==> src/rtl/wave_capture_buffer.sv <==
// Double-buffered waveform capture: grabs one frame of samples from a
// rising zero crossing and flips halves only while the display is idle.
module wave_capture_buffer #(
  parameter int NUM_SAMPLES = 256,
  parameter int ADDR_W      = 8
) (
  input  logic              clk,
  input  logic              reset,
  input  logic              new_sample_ready,
  input  logic [15:0]       new_sample_in,
  input  logic              wave_display_idle,
  output logic [ADDR_W:0]   write_address,
  output logic              write_enable,
  output logic [7:0]        write_sample,
  output logic              read_index,
  output logic [1:0]        capture_state
);

  typedef enum logic [1:0] {
    ARMED  = 2'd0,
    ACTIVE = 2'd1,
    WAIT   = 2'd2
  } state_t;

  localparam logic [ADDR_W-1:0] LAST = ADDR_W'(NUM_SAMPLES - 1);

  state_t            state_q, state_d;
  logic [ADDR_W-1:0] count_q, count_d;
  logic              prev_neg_q, prev_neg_d;
  logic              read_index_q, read_index_d;
  logic              we_q, we_d;
  logic [ADDR_W:0]   addr_q, addr_d;
  logic [7:0]        sample_q, sample_d;

  logic              crossing;
  logic              store;
  logic [ADDR_W-1:0] store_idx;

  // prev_neg is the sign of the previous strobed sample, in any state
  assign crossing = new_sample_ready & prev_neg_q & ~new_sample_in[15];

  always_ff @(posedge clk or negedge reset) begin
    if (!reset) begin
      state_q <= ARMED;
    end else begin
      state_q <= state_d;
    end
  end

  always_comb begin
    state_d = state_q;
    unique case (state_q)
      ARMED:  if (crossing) state_d = ACTIVE;
      ACTIVE: if (new_sample_ready && count_q == LAST) state_d = WAIT;
      WAIT:   if (wave_display_idle) state_d = ARMED;
      default: state_d = ARMED;
    endcase
  end

  always_comb begin
    store        = 1'b0;
    store_idx    = '0;
    count_d      = count_q;
    read_index_d = read_index_q;
    unique case (state_q)
      ARMED: begin
        store     = crossing;
        store_idx = '0;
        if (crossing) count_d = ADDR_W'(1);
      end
      ACTIVE: begin
        store     = new_sample_ready;
        store_idx = count_q;
        if (new_sample_ready) count_d = count_q + 1'b1;
      end
      WAIT: begin
        if (wave_display_idle) read_index_d = ~read_index_q;
      end
      default: ;
    endcase
  end

  always_comb begin
    prev_neg_d = new_sample_ready ? new_sample_in[15] : prev_neg_q;
    we_d       = store;
    addr_d     = addr_q;
    sample_d   = sample_q;
    if (store) begin
      addr_d   = {~read_index_q, store_idx};
      sample_d = {~new_sample_in[15], new_sample_in[14:8]};
    end
  end

  always_ff @(posedge clk or negedge reset) begin
    if (!reset) begin
      count_q      <= '0;
      prev_neg_q   <= 1'b0;
      read_index_q <= 1'b0;
      we_q         <= 1'b0;
      addr_q       <= '0;
      sample_q     <= '0;
    end else begin
      count_q      <= count_d;
      prev_neg_q   <= prev_neg_d;
      read_index_q <= read_index_d;
      we_q         <= we_d;
      addr_q       <= addr_d;
      sample_q     <= sample_d;
    end
  end

  assign write_address = addr_q;
  assign write_enable  = we_q;
  assign write_sample  = sample_q;
  assign read_index    = read_index_q;
  assign capture_state = state_q;

endmodule

==> config.mk <==
export PLATFORM = sky130hd
export DESIGN_NAME = wave_capture_buffer
export DESIGN_NICKNAME = d
export VERILOG_FILES = /design/src/rtl/wave_capture_buffer.sv
export SDC_FILE = /design/constraint.sdc
export NUM_CORES = 1
export LEC_CHECK = 0
export BUFFER_PORTS_ARGS = -buffer_cell sky130_fd_sc_hd__buf_2
export CAP_MARGIN = 20
export CORE_MARGIN = 2
export CORE_UTILIZATION = 40
export DETAILED_ROUTE_END_ITERATION = 10
export PLACE_DENSITY = 0.63
export SYNTH_ARGS = -nofsm -noshare
export SYNTH_HDL_FRONTEND = slang
export SYNTH_SLANG_ARGS = --single-unit
==> constraint.sdc <==
create_clock -name clk -period 1.9 [get_ports clk]
set_clock_uncertainty 0.2 [all_clocks]
set_input_delay 0.19 -clock clk [delete_from_list [all_inputs] [get_ports clk]]
set_output_delay 0.19 -clock clk [all_outputs]
set_load 0.005 [all_outputs]
* After elaboration in Yosys (flattened, before gate mapping)
Cells that the tools add are included.
** Storage, ports and cells
- Register bits :: 30
- Input bits :: 20
- Output and inout bits :: 21
- Logic and storage cells :: 34
** Operators by class
- Add/sub/neg operators :: 1
- Equal/unequal tests :: 7
- Mux-type cells :: 9
- Bitwise logic cells :: 4
- Reduce and logical (&&, ||, !) cells :: 6
** Operator list (count)
- $mux 8 :: 3
- $pmux 8 s2 :: 1
- $add 8x1->8 const B :: 1
- $eq 8x8->1 const B :: 1
- $ne 2x2->1 const B :: 4
- $mux 2 :: 3
- $pmux 2 s3 :: 1
- $reduce_and 3->1 :: 2
- $and 1x1->1 :: 2
- $eq 2x1->1 const B :: 1
- $eq 2x2->1 const B :: 1
- $logic_not 2->1 :: 1
- $not 1->1 :: 2
- $pmux 1 s2 :: 1
- $reduce_and 2->1 :: 1
- $reduce_bool 2->1 :: 1
- $logic_and 1x1->1 :: 1

* Logic depth before layout (Yosys ltp)
Gate-level depths: netlist (run 1).
- Depth in word-level cells :: 4
- Gate-level depth with buffers :: 5
- Gate-level depth less buffers :: 4

* Least setup slack after synthesis (run 1)
No wires, ideal clock.
- Kind :: reg2reg
- From :: register state_q[1] (netlist: capture_state[1])
- To :: register sample_q[0] (netlist: write_sample[0])
- Setup time :: 0.125 ns
- Arrival time :: 1.275 ns
- Data required time :: 1.575 ns
- Setup slack :: 0.300 ns
- Stages on the path, launching flop included :: 6
- Buffers on the path :: 2
- Clock period less this slack :: 1.600 ns
- Path through :: dfrtp_1 nand2b_4 buf_6 a21o_1 buf_6 mux2_4
** On the way
- Word-level cells in the longest chain between the ends :: 2
- Elaborated cells on any way between the ends :: 3
- Those cells by class :: 1 x eq/ne; 1 x mux; 1 x reduce/logical
** Ends and longest elaborated chain
- start, declared :: RTL line 27 : state_t state_q, state_d;
- start signal, assigned :: RTL line 46 : state_q <= state_d;
- $eq 2x1->1 or $logic_not 2->1 (tied branches) :: RTL line 65 : unique case (state_q)
- $pmux 1 s2 (*) :: RTL line 65
- end signal, assigned :: RTL line 108 : sample_q <= sample_d;
- end, declared :: RTL line 33 : logic [7:0] sample_q, sample_d;
Every way passes the cells marked *; elsewhere a longest branch is shown, timed or not.
A chain may end at the register's enable or synchronous reset.

* Worst setup path after layout (run 1)
- From :: input port new_sample_in[15]
- To :: register sample_q[1] (netlist: write_sample[1])
** On the way
- Word-level cells in the longest chain between the ends :: 3
** Ends and longest elaborated chain
- start, declared :: RTL line 10 : input logic [15:0] new_sample_in,
- $not 1->1 :: RTL line 40 : assign crossing = new_sample_ready & prev_neg_q & ~new_sample_in[15];
- $and 1x1->1 :: RTL line 40
- $pmux 1 s2 :: RTL line 65
Every way passes these cells.

==> metrics list, run 1 <==
- CTS tree: built
* Vert. Die Dim: 64.0 um
- Top-area cell type share of the netlist area: 52.1%
* Slew of the pin with the lowest slew margin: 0.655 ns
* Category of the most critical setup path: primary input to flop
- Wire length of the first global-routing pass: 5080 um
- Top fanout value on the critical path: 14
* Die Area: 4100 um^2
- Sorting the synthesized cells by area gives the leading types as dfrtp_1 52%, mux2_4 7.3%, a21o_1 4.7%.
* Total Negative Setup Slacks: 0 ns
* Iteration count of the initial detailed-routing pass: 5
* CP Capture Type: flop
* Worst setup startpoint: new_sample_in[15]
- The endpoint identified for the worst register-to-register timing path is count_q[6].
- During placement, the flow inserted port buffers numbering 32.
- Critical Path Source Type: primary input
- Syn Std Cell Area: 1440 um^2
* Total of warnings raised by yosys: 0
- Dominant register cell in the synthesized netlist: dfrtp_1
* Ant diodes: 0
* Beginning of the worst register-to-register path: count_q[1]
* Number of cells on the worst hold path: 2
- For this run, the number of standard cells in the final layout without fillers is 209.
* Portion of the clock cycle consumed by the worst path in the final layout: 95.6%
- Once detail routing completed, the nets flagged for antenna violations numbered 0.
- Entering global routing, the biggest net connects 31 pins.
- The share of total power dissipated in combinational logic is 28.0%.
* Launch instance of the worst min-delay path: new_sample_ready
- CP cell instances: dlygate4sd3_1 > buf_2 > nand2b_2 > a21o_1 > buf_4 > mux2_4
- Post-DP HPWL: 1980 um
- Total clock buffers created by CTS: 5
- Average size of a mapped cell: 12.4 um^2
* Maximum resistive drop on vdd: 0.455 mV
- Depth of the CTS H-tree: 2
* Net switching power: 0.578 mW
- Yosys top cell by area: dfrtp_1
* Maximum single-stage delay on the critical path: 0.53 ns
- Sum of overflow across all layers after global routing: 0
* Post-CTS setup buffer count: 0
- In the final layout, the share of cells above drive strength 1 is 36.2%.
- Compared with the post-synthesis result, the final layout area differs by 25.3%.
- Internal power comes to 1.26 mW.
- For this configuration, the core starts out at a cell density of 42.5%.
* Hold Vio Cnt, Final: 0
- Total number of vias: 1,070
- Post-route DRC violation count: 0
* Net count of the mapped netlist: 137
- Required time worst endpoint: 1.92 ns
- For the worst-skew pair, the clock arrives at the later sink with an insertion delay of 0.33 ns.
- Post-place setup slack: 0.209 ns
* Net switching share of the total power: 31.5%
- For this design, the sink count on the clock tree is 30.
* Part of the total power dissipated in the clock network: 21.5%
* Count of placed standard cells including taps: 191
* Count of cell types in the netlist: 36
* Number of enable-type register cells in the synthesized netlist: 0
* Largest delay share family, worst path: buffers and inverters
* Highest-delay cell along the critical path: dlygate4sd3_1
- Clock transition at the registers of the reported paths: 0.09 ns
* Slew HR: 56.3%
- The clock passes through at most 2 buffers.
- Static power due to leakage: 0.923 nW
- Number of antenna violations at the first check in global routing: 0
* Number of design-rule violations left by the first detailed-router iteration: 40
- RSZ-0062 raised after global routing: no
* Root buffer cell: clkbuf_4
- Using the TritonRoute via totals, the vias-per-cell ratio works out to 5.12.
* Fin nets: 183
- 41 I/O pins were placed.
* Outcome: finished clean
- Final Setup Violations: 0
* FF+latch count, synth: 30
- Final Max Slew Viols: 0
- The worst register-to-register path has a depth of 4.
* Fraction of registers with async set/reset: 100%
- Power Dens Cells: 1020 nW/um^2
* Highest Clock Rate: 551 MHz
- Dividing the detail-routed wire length by the instance count gives 13.9 um.
- Gate Count Post-Synth: 116
* Final min period: 1.82 ns
* Total track usage: 16.5%
- Type of the most critical hold path: primary input to flop
- The die is 64.0 um wide.
- For hold timing, the worst endpoint is prev_neg_q.
- Overall power consumption: 1.83 mW
- The via count of the first global-routing pass came to 1,143.
- The layout has 314 filler cells.
- Register-to-Register Setup Slack: 0.20 ns
- The floorplan has 21 rows.
- Setup slack closes at 0.0842 ns.
- Sequential share of the synthesized area: 52.1%
* Placer Congestion: 0.851
- Critical Path AT: 1.83 ns
* Final Util: 53.3%
- Counting both buffers and inverters, the worst setup path holds a total of 3.
* Routed Wire Length: 2920 um
- CORE AREA: 3390 um^2
- Registers are responsible for 50.5% of the overall power.
- Across the run, the number of max-cap violations was 0.
cell families (layout without fill, tap and decap cells):
logic type / count (synthesis) / after routing / share of synthesized area [%]
muxes: 14 / 14 / 12.2
buffers and inverters: 14 / 61 / 5.55
DFF: 30 / 30 / 52.1
and+or+nand+nor: 29 / 29 / 14.3
adders and majority gates: 1 / 1 / 0.868
AOI/OAI and AO/OA: 26 / 26 / 13.7
xor gates and xnor gates: 2 / 2 / 1.22
stage by stage:
stage | hold WS, ns | instance area (um^2)
floorplan | -0.306 | 1440
global placement | 0.0581 | 1640
detailed placement | 0.0619 | 1640
CTS | 0.106 | 1800
global route | 0.101 | 1810
finish | 0.111 | 1810
power by group through the flow:
| stage | logic (mW) | clock network (mW) | registers (mW) |
|---|---|---|---|
| floorplan | 0.313 | 0 | 0.927 |
| global placement | 0.487 | 0 | 0.927 |
| detailed placement | 0.503 | 0 | 0.939 |
| CTS | 0.521 | 0.405 | 0.925 |
| global route | 0.578 | 0.445 | 0.955 |
| finish | 0.514 | 0.394 | 0.927 |
what timing repair did:
action | in CTS | in global routing
hold endpoints to repair | 40 | 0
hold buffers | 10 | 0
setup endpoints to repair | 0 | 7
resized for setup | 0 | 1
cell usage after synthesis, types with 2 or more instances:
cell	instances
a2111oi_2	3
a21o_1	9
and4b_1	6
buf_4	3
buf_6	2
clkbuf_1	3
dfrtp_1	30
inv_1	4
mux2_4	7
mux2i_1	6
nand2_1	3
nand2b_1	2
nand3_1	3
nor2_1	2
nor3_1	2
o21ai_0	7
o21bai_1	3
or4_1	2
xor2_1	2
final cells by class:
type / count / area, um^2 / area share, %
Sequential cell: 30 / 751 / 41.6
Multi-Input combinational cell: 72 / 613 / 34.0
Timing Repair Buffer: 48 / 305 / 16.9
Tap cell: 46 / 57.6 / 3.19
Clock buffer: 7 / 55.1 / 3.05
Inverter: 5 / 18.8 / 1.04
Clock inverter: 1 / 5.00 / 0.277
worst max path at each step:
stage	endpoint	slack, ns	cells past startpoint
5_1_grt	write_sample[2]	0.04	6
4_1_cts	write_sample[2]	0.05	6
3_5_place_dp	write_sample[2]	0.21	4
3_3_place_gp	count_q[6]	0.24	4
2_1_floorplan	write_sample[0]	0.30	5
6_report	write_sample[1]	0.08	6
metal layers:
layer | up-vias | global-route usage, % | part of all wire (%)
met5 | - | 0 | 0
met4 | 0 | 9.24 | 1.6
met3 | 5 | 4.93 | 5.6
met2 | 34 | 25.7 | 45
met1 | 516 | 20.4 | 48
li1 | 515 | - | -
layout by cell type, fill, tap and decap left out, types with 2 or more instances in the layout:
cell type | synthesis | final
nor2_1 | 2 | 2
o21bai_1 | 3 | 3
mux2_4 | 7 | 7
nand2_1 | 3 | 3
buf_2 | 1 | 32
nand3_1 | 3 | 3
buf_4 | 3 | 6
o21ai_0 | 7 | 7
mux2i_1 | 6 | 6
dlygate4sd3_1 | 0 | 10
or4_1 | 2 | 2
inv_1 | 4 | 4
and4b_1 | 6 | 6
a2111oi_2 | 3 | 3
xor2_1 | 2 | 2
clkbuf_4 | 0 | 5
dfrtp_1 | 30 | 30
a21o_1 | 9 | 9
nor3_1 | 2 | 2
registers in the layout, indices dropped and copies added, names as in the netlist:
register,count
write_enable,1
write_sample,8
count_q,8
capture_state,2
prev_neg_q,1
write_address,9
read_index,1
worst register-to-register path: cells and delay by family, from the launching register on:
kind	cells	cell delay (ns)
fa+ha+maj	1	0.20
compound gates	1	0.42
flops	1	0.42
mux	1	0.22
simple gates	1	0.18
No activity file was read; power rests on OpenSTA's default activity.
==> run 2, diff against run 1 <==
--- a/config.mk
+++ b/config.mk
@@ -7,10 +7,10 @@
 export LEC_CHECK = 0
 export BUFFER_PORTS_ARGS = -buffer_cell sky130_fd_sc_hd__buf_2
 export CAP_MARGIN = 20
-export CORE_MARGIN = 2
 export CORE_UTILIZATION = 40
 export DETAILED_ROUTE_END_ITERATION = 10
 export PLACE_DENSITY = 0.63
+export RECOVER_POWER = 25
 export SYNTH_ARGS = -nofsm -noshare
 export SYNTH_HDL_FRONTEND = slang
 export SYNTH_SLANG_ARGS = --single-unit
==> run 2 against run 1 <==
Compared with the run above:
- utilization is 0.074 points lower
- register-to-register slack worse by 0.05 ns
- maximum frequency is 2.1% lower
- highest routed layer unchanged
==> metrics list, run 2 (synthesis gave the netlist of run 1 again) <==
* Total track usage: 17.0% (+0.48 points)
- STA classifies the critical path endpoint as a flop.
- The number of maximum-capacitance violations was 0 (unchanged).
- In this run the critical register-to-register path is launched from count_q[0].
* Reg2reg path depth: 4 (unchanged)
- The critical path in this run is classified as primary input to flop.
- Hold path endpoint: prev_neg_q
- Ant diodes: 0 (unchanged)
- Post-route DRC violation count: 0 (unchanged)
* Number of clock sinks seen by CTS: 30 (unchanged)
- The initial standard-cell utilization of the core is 42.5% (unchanged).
- The area of the die came to 3850 um^2 (-6.1%).
- Number of buffers inserted by port buffering: 32 (unchanged)
- Worst setup startpoint: new_sample_in[15]
- Number of top-level design ports: 41 (unchanged)
- Outcome: finished clean
* CP cell instances: dlygate4sd3_1 > buf_2 > nand2b_1 > a21o_1 > buf_4 > mux2_4
* Total clock buffers created by CTS: 5 (unchanged)
* Latest clock arrival within the worst-skew pair: 0.34 ns (about the same)
- The area of the core region was 3390 um^2 (unchanged).
- The final critical-path required period was 1.85 ns (+0.0391 ns).
- The via count of the first global-routing pass is 1,006 (-12%).
- Slew of the pin with the lowest slew margin: 0.736 ns (+0.0806 ns)
* Hold bufs inserted after CTS: 10 (unchanged)
- Root buffer cell: clkbuf_4
- Critical Path AT: 1.87 ns (+0.04 ns)
- The path class of the tightest hold or removal check is primary input to flop.
* Number of antenna violations at the first check in global routing: 0 (unchanged)
* Sum of overflow across all layers after global routing: 0 (unchanged)
* Number of routed nets with antenna violations: 0 (unchanged)
- The final worst slack is 0.0451 ns (-0.0391 ns).
- The maximum level of the CTS H-tree came to 2 (unchanged).
- Final Max Slew Viols: 0 (unchanged)
- TritonCTS built the clock tree.
- Post-DP HPWL: 1980 um (+0.15%)
- The maximum buffer depth of the clock tree was 2 (unchanged).
* Number of fill cells in the layout: 320 (+1.9%)
- Hold Vio Cnt, Final: 0 (unchanged)
* Maximum resistive drop on vdd: 0.340 mV (-25%)
- The portion of the clock cycle consumed by the worst path in the final layout is 97.6% (+2.1 points).
- Highest-delay cell along the critical path: dlygate4sd3_1
- The CTS clock-pin slew for the worst setup and hold paths came to 0.09 ns (about the same).
- Area added between synthesis and finish: 25.1%
* Max FFs per register: 9 (unchanged)
* Wire per inst: 14.1 um (+1.3%)
- Placement Rows: 21 (unchanged)
- Maximum number of pins on one net before global-route repair: 31 (unchanged)
* Share of final-layout standard cells stronger than drive strength 1: 35.6% (-0.61 points)
- The register-to-register setup slack was 0.15 ns (-0.05 ns).
* Vert. Die Dim: 62.0 um (-3.1%)
- Most common library cell in the layout ignoring fill and taps: buf_2
* Launch instance of the worst min-delay path: new_sample_ready
- The total via count in the routed design is 1,122 (+4.9%).
* Capture point of the worst reg-to-reg path: count_q[6]
* Iteration count of the initial detailed-routing pass: 4 (-1)
- The number of stages on the worst hold path is 2 (unchanged).
- Static power due to leakage: 0.923 nW (about the same)
- Wire length of the first global-routing pass: 4510 um (-11%)
- The tightest slew margin relative to the limit was 51.0% (-5.4 points).
- The weighted congestion at the end of routability-driven global placement came to 0.837 (-1.7%).
- The worst slack at placement came to 0.155 ns (-0.0535 ns).
- The routed wire length is 2950 um (+1.3%).
* RSZ-0062 raised after global routing: no
- The highest attainable clock frequency came to 539 MHz (-2.1%).
* Top fanout value on the critical path: 14 (unchanged)
- Die Width: 62.0 um (-3.1%)
* Post-CTS setup buffer count: 0 (unchanged)
- Power Dens Cells: 1020 nW/um^2 (about the same)
- Post-CTS resize count: 0 (unchanged)
* Most frequent cells in the layout: 31 x buf_2, 30 x dfrtp_1, 10 x dlygate4sd3_1, 9 x a21o_1
* Number of design-rule violations left by the first detailed-router iteration: 27 (-33%)
- The worst setup path is launched from a primary input.
- Fin nets: 183 (unchanged)
- Final Setup Violations: 0 (unchanged)
- Maximum single-stage delay on the critical path: 0.53 ns (about the same)
* Total Negative Setup Slacks: 0 ns (unchanged)
- The detailed-route vias per instance is 5.37 (+4.9%).
- Required time worst endpoint: 1.92 ns (about the same)
-- run 2: area by class of cell --
class,count,area (um^2),area share (%)
clock buffers,7,55.1,3.05
clock inverters,1,5.00,0.278
inverters,5,18.8,1.04
multi-input cells,72,611,33.9
flip-flops and latches,30,751,41.6
well taps,46,57.6,3.19
repair buffers,48,305,16.9
-- run 2: routing by layer --
layer  global-route usage (%)  wire [um]  vias to the layer above
met4                     11.1         55                        0
met1                     19.9       1370                      559
met2                     27.2       1370                       35
met3                     4.76        153                        7
met5                        0          0                        -
li1                         -          -                      521
-- run 2: where the power goes --
group / leakage [nW] / internal [mW] / switching, mW
Clock: 0.0353 / 0.179 / 0.220
Combinational: 0.518 / 0.275 / 0.227
Sequential: 0.370 / 0.800 / 0.131
Total: 0.923 / 1.25 / 0.578
-- run 2: stage by stage --
step / instance area, um^2 / utilization (%) / instances / power (mW) / hold slack (ns)
6_report: 1800 / 53.2 / 209 / 1.83 / 0.127
5_1_grt: 1800 / 53.2 / 209 / 1.96 / 0.117
4_1_cts: 1800 / 53.2 / 209 / 1.86 / 0.105
3_5_place_dp: 1640 / 48.5 / 191 / 1.43 / 0.0654
3_3_place_gp: 1640 / 48.5 / 191 / 1.41 / 0.0541
2_1_floorplan: 1440 / - / 116 / 1.24 / -0.306
-- run 2: worst max-delay path by stage --
stage / end / slack [ns] / cells after the start
finish: write_sample[3] / 0.05 / 6
global route: write_sample[3] / 0.01 / 6
CTS: write_sample[3] / 0.06 / 6
detailed placement: count_q[6] / 0.16 / 4
global placement: count_q[6] / 0.22 / 4
floorplan: write_sample[0] / 0.30 / 5
-- run 2: critical path: cells and delay by family --
kind / cells / cell delay [ns]
buffers and inverters: 3 / 0.88
muxes: 1 / 0.31
and+or+nand+nor: 1 / 0.25
AOI/OAI and AO/OA: 1 / 0.24
